File: src/rtl/program_loader.sv
`default_nettype none
// ============================================================================
// Module      : program_loader
// Description : Framed byte-stream boot loader. Assembles little-endian words
//               into the unified memory and holds the CPU in reset until done.
// Revision    : 1.0 - initial release
// ============================================================================
module program_loader #(
    parameter int ADDR_W    = 8,
    parameter int MAX_WORDS = 64
) (
    input  logic              clk,
    input  logic              rst,
    input  logic              rx_valid,
    input  logic [7:0]        rx_data,
    output logic              rx_ready,
    output logic              mem_we,
    output logic [ADDR_W-1:0] mem_addr,
    output logic [31:0]       mem_wdata,
    output logic              cpu_rst,
    output logic              load_done,
    output logic              load_err,
    output logic [7:0]        word_count
);

    typedef enum logic [2:0] {
        S_IDLE  = 3'd0,
        S_HDR   = 3'd1,
        S_DATA  = 3'd2,
        S_WRITE = 3'd3,
        S_DONE  = 3'd4,
        S_ERR   = 3'd5
    } state_t;

    localparam logic [7:0] c_magic     = 8'hA5;
    localparam logic [7:0] c_max_words = 8'(MAX_WORDS);

    state_t            r_state;
    state_t            w_next;
    logic [7:0]        r_len;
    logic [7:0]        r_word_idx;
    logic [7:0]        r_word_count;
    logic [1:0]        r_byte_idx;
    logic [23:0]       r_word;      // lanes 0..2; lane 3 is merged on the final byte
    logic [ADDR_W-1:0] r_mem_addr;
    logic [31:0]       r_mem_wdata;

    logic              w_accept;
    logic              w_len_bad;
    logic              w_last_word;
    logic [ADDR_W-1:0] w_addr;

    assign w_accept    = rx_valid & rx_ready;
    assign w_len_bad   = (rx_data == 8'd0) || (rx_data > c_max_words);
    assign w_last_word = ((r_word_idx + 8'd1) == r_len);
    assign w_addr      = ADDR_W'({r_word_idx, 2'b00});

    always_ff @(posedge clk) begin
        if (rst) begin
            r_state <= S_IDLE;
        end else begin
            r_state <= w_next;
        end
    end

    always_comb begin
        w_next = r_state;
        case (r_state)
            S_IDLE:  if (w_accept && (rx_data == c_magic)) w_next = S_HDR;
            S_HDR:   if (w_accept) w_next = w_len_bad ? S_ERR : S_DATA;
            S_DATA:  if (w_accept && (r_byte_idx == 2'd3)) w_next = S_WRITE;
            S_WRITE: w_next = w_last_word ? S_DONE : S_DATA;
            S_DONE:  w_next = S_DONE;
            S_ERR:   w_next = S_ERR;
            default: w_next = S_IDLE;
        endcase
    end

    // The write address/data are captured with the 4th byte so they are
    // already stable in WRITE and keep their value afterwards.
    always_ff @(posedge clk) begin
        if (rst) begin
            r_len        <= 8'd0;
            r_word_idx   <= 8'd0;
            r_word_count <= 8'd0;
            r_byte_idx   <= 2'd0;
            r_word       <= 24'd0;
            r_mem_addr   <= '0;
            r_mem_wdata  <= 32'd0;
        end else begin
            case (r_state)
                S_HDR: begin
                    if (w_accept) begin
                        r_len      <= rx_data;
                        r_byte_idx <= 2'd0;
                        r_word_idx <= 8'd0;
                    end
                end
                S_DATA: begin
                    if (w_accept) begin
                        r_byte_idx <= r_byte_idx + 2'd1;
                        case (r_byte_idx)
                            2'd0:    r_word[7:0]   <= rx_data;
                            2'd1:    r_word[15:8]  <= rx_data;
                            2'd2:    r_word[23:16] <= rx_data;
                            default: begin
                                r_mem_addr  <= w_addr;
                                r_mem_wdata <= {rx_data, r_word};
                            end
                        endcase
                    end
                end
                S_WRITE: begin
                    r_word_count <= r_word_count + 8'd1;
                    if (!w_last_word) r_word_idx <= r_word_idx + 8'd1;
                end
                default: ;
            endcase
        end
    end

    assign rx_ready   = (r_state == S_IDLE) || (r_state == S_HDR) || (r_state == S_DATA);
    assign mem_we     = (r_state == S_WRITE);
    assign mem_addr   = r_mem_addr;
    assign mem_wdata  = r_mem_wdata;
    assign cpu_rst    = (r_state != S_DONE);
    assign load_done  = (r_state == S_DONE);
    assign load_err   = (r_state == S_ERR);
    assign word_count = r_word_count;

endmodule
`default_nettype wire

File: config.mk
export PLATFORM = sky130hd
export DESIGN_NAME = program_loader
export DESIGN_NICKNAME = d
export VERILOG_FILES = /design/src/rtl/program_loader.sv
export SDC_FILE = /design/constraint.sdc
export NUM_CORES = 1
export LEC_CHECK = 0
export BUFFER_PORTS_ARGS = -buffer_cell sky130_fd_sc_hd__buf_2
export CAP_MARGIN = 20
export CORE_UTILIZATION = 40
export DETAILED_ROUTE_END_ITERATION = 16
export PLACE_DENSITY_LB_ADDON = 0.2
export RECOVER_POWER = 50
export SLEW_MARGIN = 0
export SYNTH_ARGS = -nofsm -noshare
export SYNTH_HDL_FRONTEND = slang
export SYNTH_SLANG_ARGS = --single-unit
File: constraint.sdc
create_clock -name clk -period 2.05 [get_ports clk]
set_input_delay 0.205 -clock clk [delete_from_list [all_inputs] [get_ports clk]]
set_output_delay 0.205 -clock clk [all_outputs]
set_load 0.05 [all_outputs]
# Word-level counts from Yosys, hierarchy flattened
# Index checks and enable logic that the tools add are counted.
[classes] n_addsub=3 mul=0 div_mod_pow=0 magnitude_cmp=1 eq_ne=16 shift=0 mux=12 bitwise=2 reduce_logical=19
[ops] cell="3-bit AND reduction" n=7
[ops] cell="3-bit case mux with 6 select lines" n=1
[ops] cell="8-bit by 1-bit adder with 8-bit output, second input constant" n=2
[ops] cell="8-bit 2-to-1 mux" n=2
[ops] cell="8-bit case mux with 2 select lines" n=1
[ops] cell="3-bit 2-to-1 mux" n=5
[ops] cell="2-bit != test, second input constant" n=5
[ops] cell="8-bit == test" n=1
[ops] cell="8-bit == test, second input constant" n=1
[ops] cell="8-bit by 7-bit > comparator with 1-bit output, second input constant" n=1
[ops] cell="8-bit zero test" n=1
[ops] cell="3-bit by 2-bit == test with 1-bit output, second input constant" n=2
[ops] cell="3-bit == test, second input constant" n=2
[ops] cell="2-bit == test, second input constant" n=2
[ops] cell="2-bit 2-to-1 mux" n=2
[ops] cell="2-bit case mux with 2 select lines" n=1
[ops] cell="2-bit nonzero test" n=2
[ops] cell="3-bit by 1-bit == test with 1-bit output, second input constant" n=1
[ops] cell="3-bit zero test" n=1
[ops] cell="1-bit logical OR" n=3
[ops] cell="3-bit != test, second input constant" n=1
[ops] cell="3-bit OR reduction" n=1
[ops] cell="2-bit by 1-bit adder with 2-bit output, second input constant" n=1
[ops] cell="2-bit by 1-bit == test with 1-bit output, second input constant" n=1
[ops] cell="other kinds (5)" n=6
[word_totals] ff_bits=91 latchBits=0 ramBits=0 rom_bits=0 input_bits=11 out_inout_bits=53 wordCells=63 memories=0

# Logic depth before layout (Yosys ltp)
[logic_depth] ltp_word=7 ltp_mapped=9 depth_no_buf=7

# Least setup slack after synthesis
# No wires, ideal clock.
[synth_timing] kind="register to register" start="register r_state[0]" end="register r_word_count[5], in the netlist word_count[5]" setup_time_ns=0.128 t_arrival_ns=2.102 required_ns=1.922 setup_slack_ns=-0.180 path_stages_with_launch=8 n_path_buf=1 synth_period_minus_slack_ns=2.230 path_cell_list="dfxtp_1 buf_2 nand2_1 nor2_1 and4_1 nand3_1 xor2_1 nor2_1"
[synth_via] elab_chain_cells=1
[synth_lines] element="from (decl)" line_no="38" rtl="state_t r_state;"
[synth_lines] element="from (signal assigned)" line_no="62" rtl="r_state <= w_next;"
[synth_lines] element="3-bit by 2-bit == test with 1-bit output"
[synth_lines] element="via mem_we" line_no="17" rtl="output logic mem_we,"
[synth_lines] element="to (signal assigned)" line_no="114" rtl="r_word_count <= r_word_count + 8'd1;"
[synth_lines] element="to (decl)" line_no="42" rtl="logic [7:0] r_word_count;"
# The timed path passes the listed nets, and every way through them passes these cells.
# A chain may end at the register's enable or synchronous reset.

# Worst setup path in the final report
[layout_timing] start="register r_word_idx[0]" end="register r_word_idx[7]"
[layout_via] elab_chain_cells=4 word_cells_on_any_way=6 classes_between="add/sub (1); eq/ne (2); mux (2); reduce/logical (1)"
[layout_lines] element="from (decl)" line_no="41" rtl="logic [7:0] r_word_idx;"
[layout_lines] element="from (signal assigned)" line_no="115" rtl="if (!w_last_word) r_word_idx <= r_word_idx + 8'd1;"
[layout_lines] element="8-bit by 1-bit adder with 8-bit output *" line_no="55, 115"
[layout_lines] element="8-bit == test" line_no="55" rtl="assign w_last_word = ((r_word_idx + 8'd1) == r_len);"
[layout_lines] element="2-bit != test (no line)"
[layout_lines] element="3-bit AND reduction (no line)"
# Mark *: on every way between the ends. The rest lies on a longest branch, timed or not. The select of a mux whose other input is x is not followed.

==> results.cfg <==
[outcome]
status = complete, no violations

[sta]
worst_slack_ns = 0.0617
final_max_slew_viol_count = 0
setup_viol = 0
hold_viol_final = 0
rsz0062_at_grt = yes
fmax_mhz = 503
maxSlewHeadroom_pct = 59.6
finalCritPeriodShare_pct = 97.0
worst_pin_slew_ns = 0.608
min_period_ns = 1.99
fin_skew_ns = 0.0113

[floorplanning]
rows = 35
die_h_um = 100
dieArea_sq_mm = 0.0101
dieWidth_um = 100
io_pins = 64
start_util_pct = 41.7
core_region_area_sq_mm = 0.00928

[placement]
place_area_sq_mm = 0.00440
globalplace.congestion = 0.810
place_inst = 675
hpwl_um = 6250
port_buffers = 61
dp_slack_ns = -0.0562

[layout]
fin_area_sq_mm = 0.00458
layout_common_cells = 134 x nand2_1, 88 x dfxtp_1, 77 x a21oi_1
layout_commonest_cell = nand2_1
area_growth_pct = 18.4
multi_input_area_sq_mm = 0.00191
layoutNonFillerInstCount = 692
antenna_cells = 0
fillers = 989
drive_gt1_share_pct = 13.3
fin_nets = 576
register_area_sq_mm = 0.00183

[power]
p_leak_nw = 1.62
powerDensity_mw_per_mm2 = 667
peakVddDrop_mv = 0.257

[synthesis]
synthCells = 489
ys_seq_area_share_pct = 47.1
ys_seq_elements = 91
synthArstFlopShare_pct = 0
synth_area_sq_mm = 0.00387
synthFlopType = dfxtp_1
synth-edff-count = 0
synth.distinct_cells = 48
ys_warn_count = 0
avgSynthCellArea_sq_um = 7.91

[global_routing]
use_met1_pct = 24.9
grt_max_degree = 48
grt_pass1_vias = 3263
gr-max-usage-layer = met2
gr-total-overflow = 0
met2_usage_pct = 30.2
antenna_found_initial = 0
grtUsageTotal_pct = 18.8
grtUsageMet3_pct = 3.20
grt_pass1_wl_um = 15100

[route]
post_drt_wl_per_cell_um = 13.0
viasPerCell = 5.11
firstDrtPassIters = 4
routed_wl_um = 9020
drt_iter0_markers = 219
ant_nets = 0
vias = 3539
drc = 0

[hold_path]
min_path_type = in2reg
hold-path-cell-count = 2

[clock_network]
cts_tree = yes
cts_root_buf = clkbuf_8
clock-sinks = 91
clk_pin_slew_ns = 0.09
clock_latency_ns = 0.36
cts_setup_buffers = 0
cts_max_path_buffers = 2
h-tree-depth = 3
cts_buffers = 9

[setup_path]
cp-end-kind = flip-flop
required_ns = 2.36
crit_type = reg2reg
startpoint_type = flip-flop
crit_fanout = 7
arrival_ns = 2.30
rr_worst_depth = 7

[run]
drv_cap = 0
## per-stage QoR
stage | power, mW | hold slack, ns | TNS [ns] | util [%]
3_5_place_dp | 1.90 | 0.444 | -0.108 | 47.4
5_1_grt | 3.16 | 0.146 | -0.0632 | 49.4
4_1_cts | 3.08 | 0.141 | 0 | 49.6
6_report | 3.05 | 0.143 | 0 | 49.4
3_3_place_gp | 1.90 | 0.442 | 0 | 47.4
2_1_floorplan | 1.85 | 0.341 | 0 | -
## final cells by class
type / count / share of cell area, %
clock buffer: 10 / 3.00
clock inverter: 6 / 1.20
inverter: 8 / 0.655
multi-input combinational: 358 / 41.6
sequential: 91 / 39.9
timing repair buffer: 90 / 10.1
tap: 129 / 3.52
## metal layers
| metal | share of wire [%] | wire, um |
|---|---|---|
| met3 | 3.7 | 337 |
| met1 | 48 | 4330 |
| met5 | 0 | 0 |
| met2 | 47 | 4200 |
| met4 | 1.7 | 155 |
## synth_stat cells (2+ instances only)
library cell,count,area [sq um]
clkbuf_1,23,86.3
buf_4,5,37.5
nand2_1,134,503
and2_1,3,18.8
a21oi_1,77,385
or3_1,4,25.0
dfxtp_1,91,1820
ha_1,7,87.6
nand4_1,5,31.3
nor2_1,15,56.3
nand3_1,39,195
nor2b_1,7,43.8
inv_1,8,30.0
xor2_1,9,78.8
o21ai_0,6,30.0
and3_1,2,12.5
or4_1,6,45.0
nor3_1,5,25.0
o211ai_1,6,45.0
xnor2_1,5,43.8
nand2b_1,2,12.5
buf_2,4,20.0
## flip-flops by register name, indices dropped and copies added (netlist names)
| name | cells |
|---|---|
| mem_wdata | 32 |
| r_word | 24 |
| r_len | 8 |
| r_word_idx | 8 |
| word_count | 8 |
| mem_addr | 6 |
| r_state | 3 |
| r_byte_idx | 2 |
## path summary, 6_finish.rpt
check                start             to  slack (ns)
max reg2reg  r_word_idx[0]  r_word_idx[7]        0.06
max          r_word_idx[0]  r_word_idx[7]        0.06
min reg2reg      r_word[9]   mem_wdata[9]        0.45
min                    rst    mem_addr[7]        0.14
## report_power, final
part           leakage (nW)  internal [mW]  switching (mW)
logic                 0.797         0.0268          0.0710
registers             0.734           1.77        0.000267
clock network        0.0934          0.500           0.692
total                  1.62           2.29           0.763
## kinds of logic after synthesis
family	after synthesis	synth area share [%]
and+or+nand+nor	231	27.1
AOI/OAI and AO/OA	101	14.7
DFF	91	47.1
buffers and inverters	42	4.88
xor gates and xnor gates	14	3.17
adders and majority gates	7	2.26
muxes	2	0.679
other	1	0.0969
## worst max-delay path, stage by stage (launching register included)
cell     delay [ns]
dfxtp_4        0.37
ha_2           0.21
nor3b_1        0.14
o21a_1         0.18
o31a_1         0.28
o211a_4        0.18
or4_1          0.50
nand3_1        0.09
## repair_timing
action,in CTS,in global routing
resized for setup,2,10
pin swaps,0,4
cloned,0,1
endpoints found under the setup margin,8,34
hold buffers,0,0
Power figures use the tool's default switching activity.
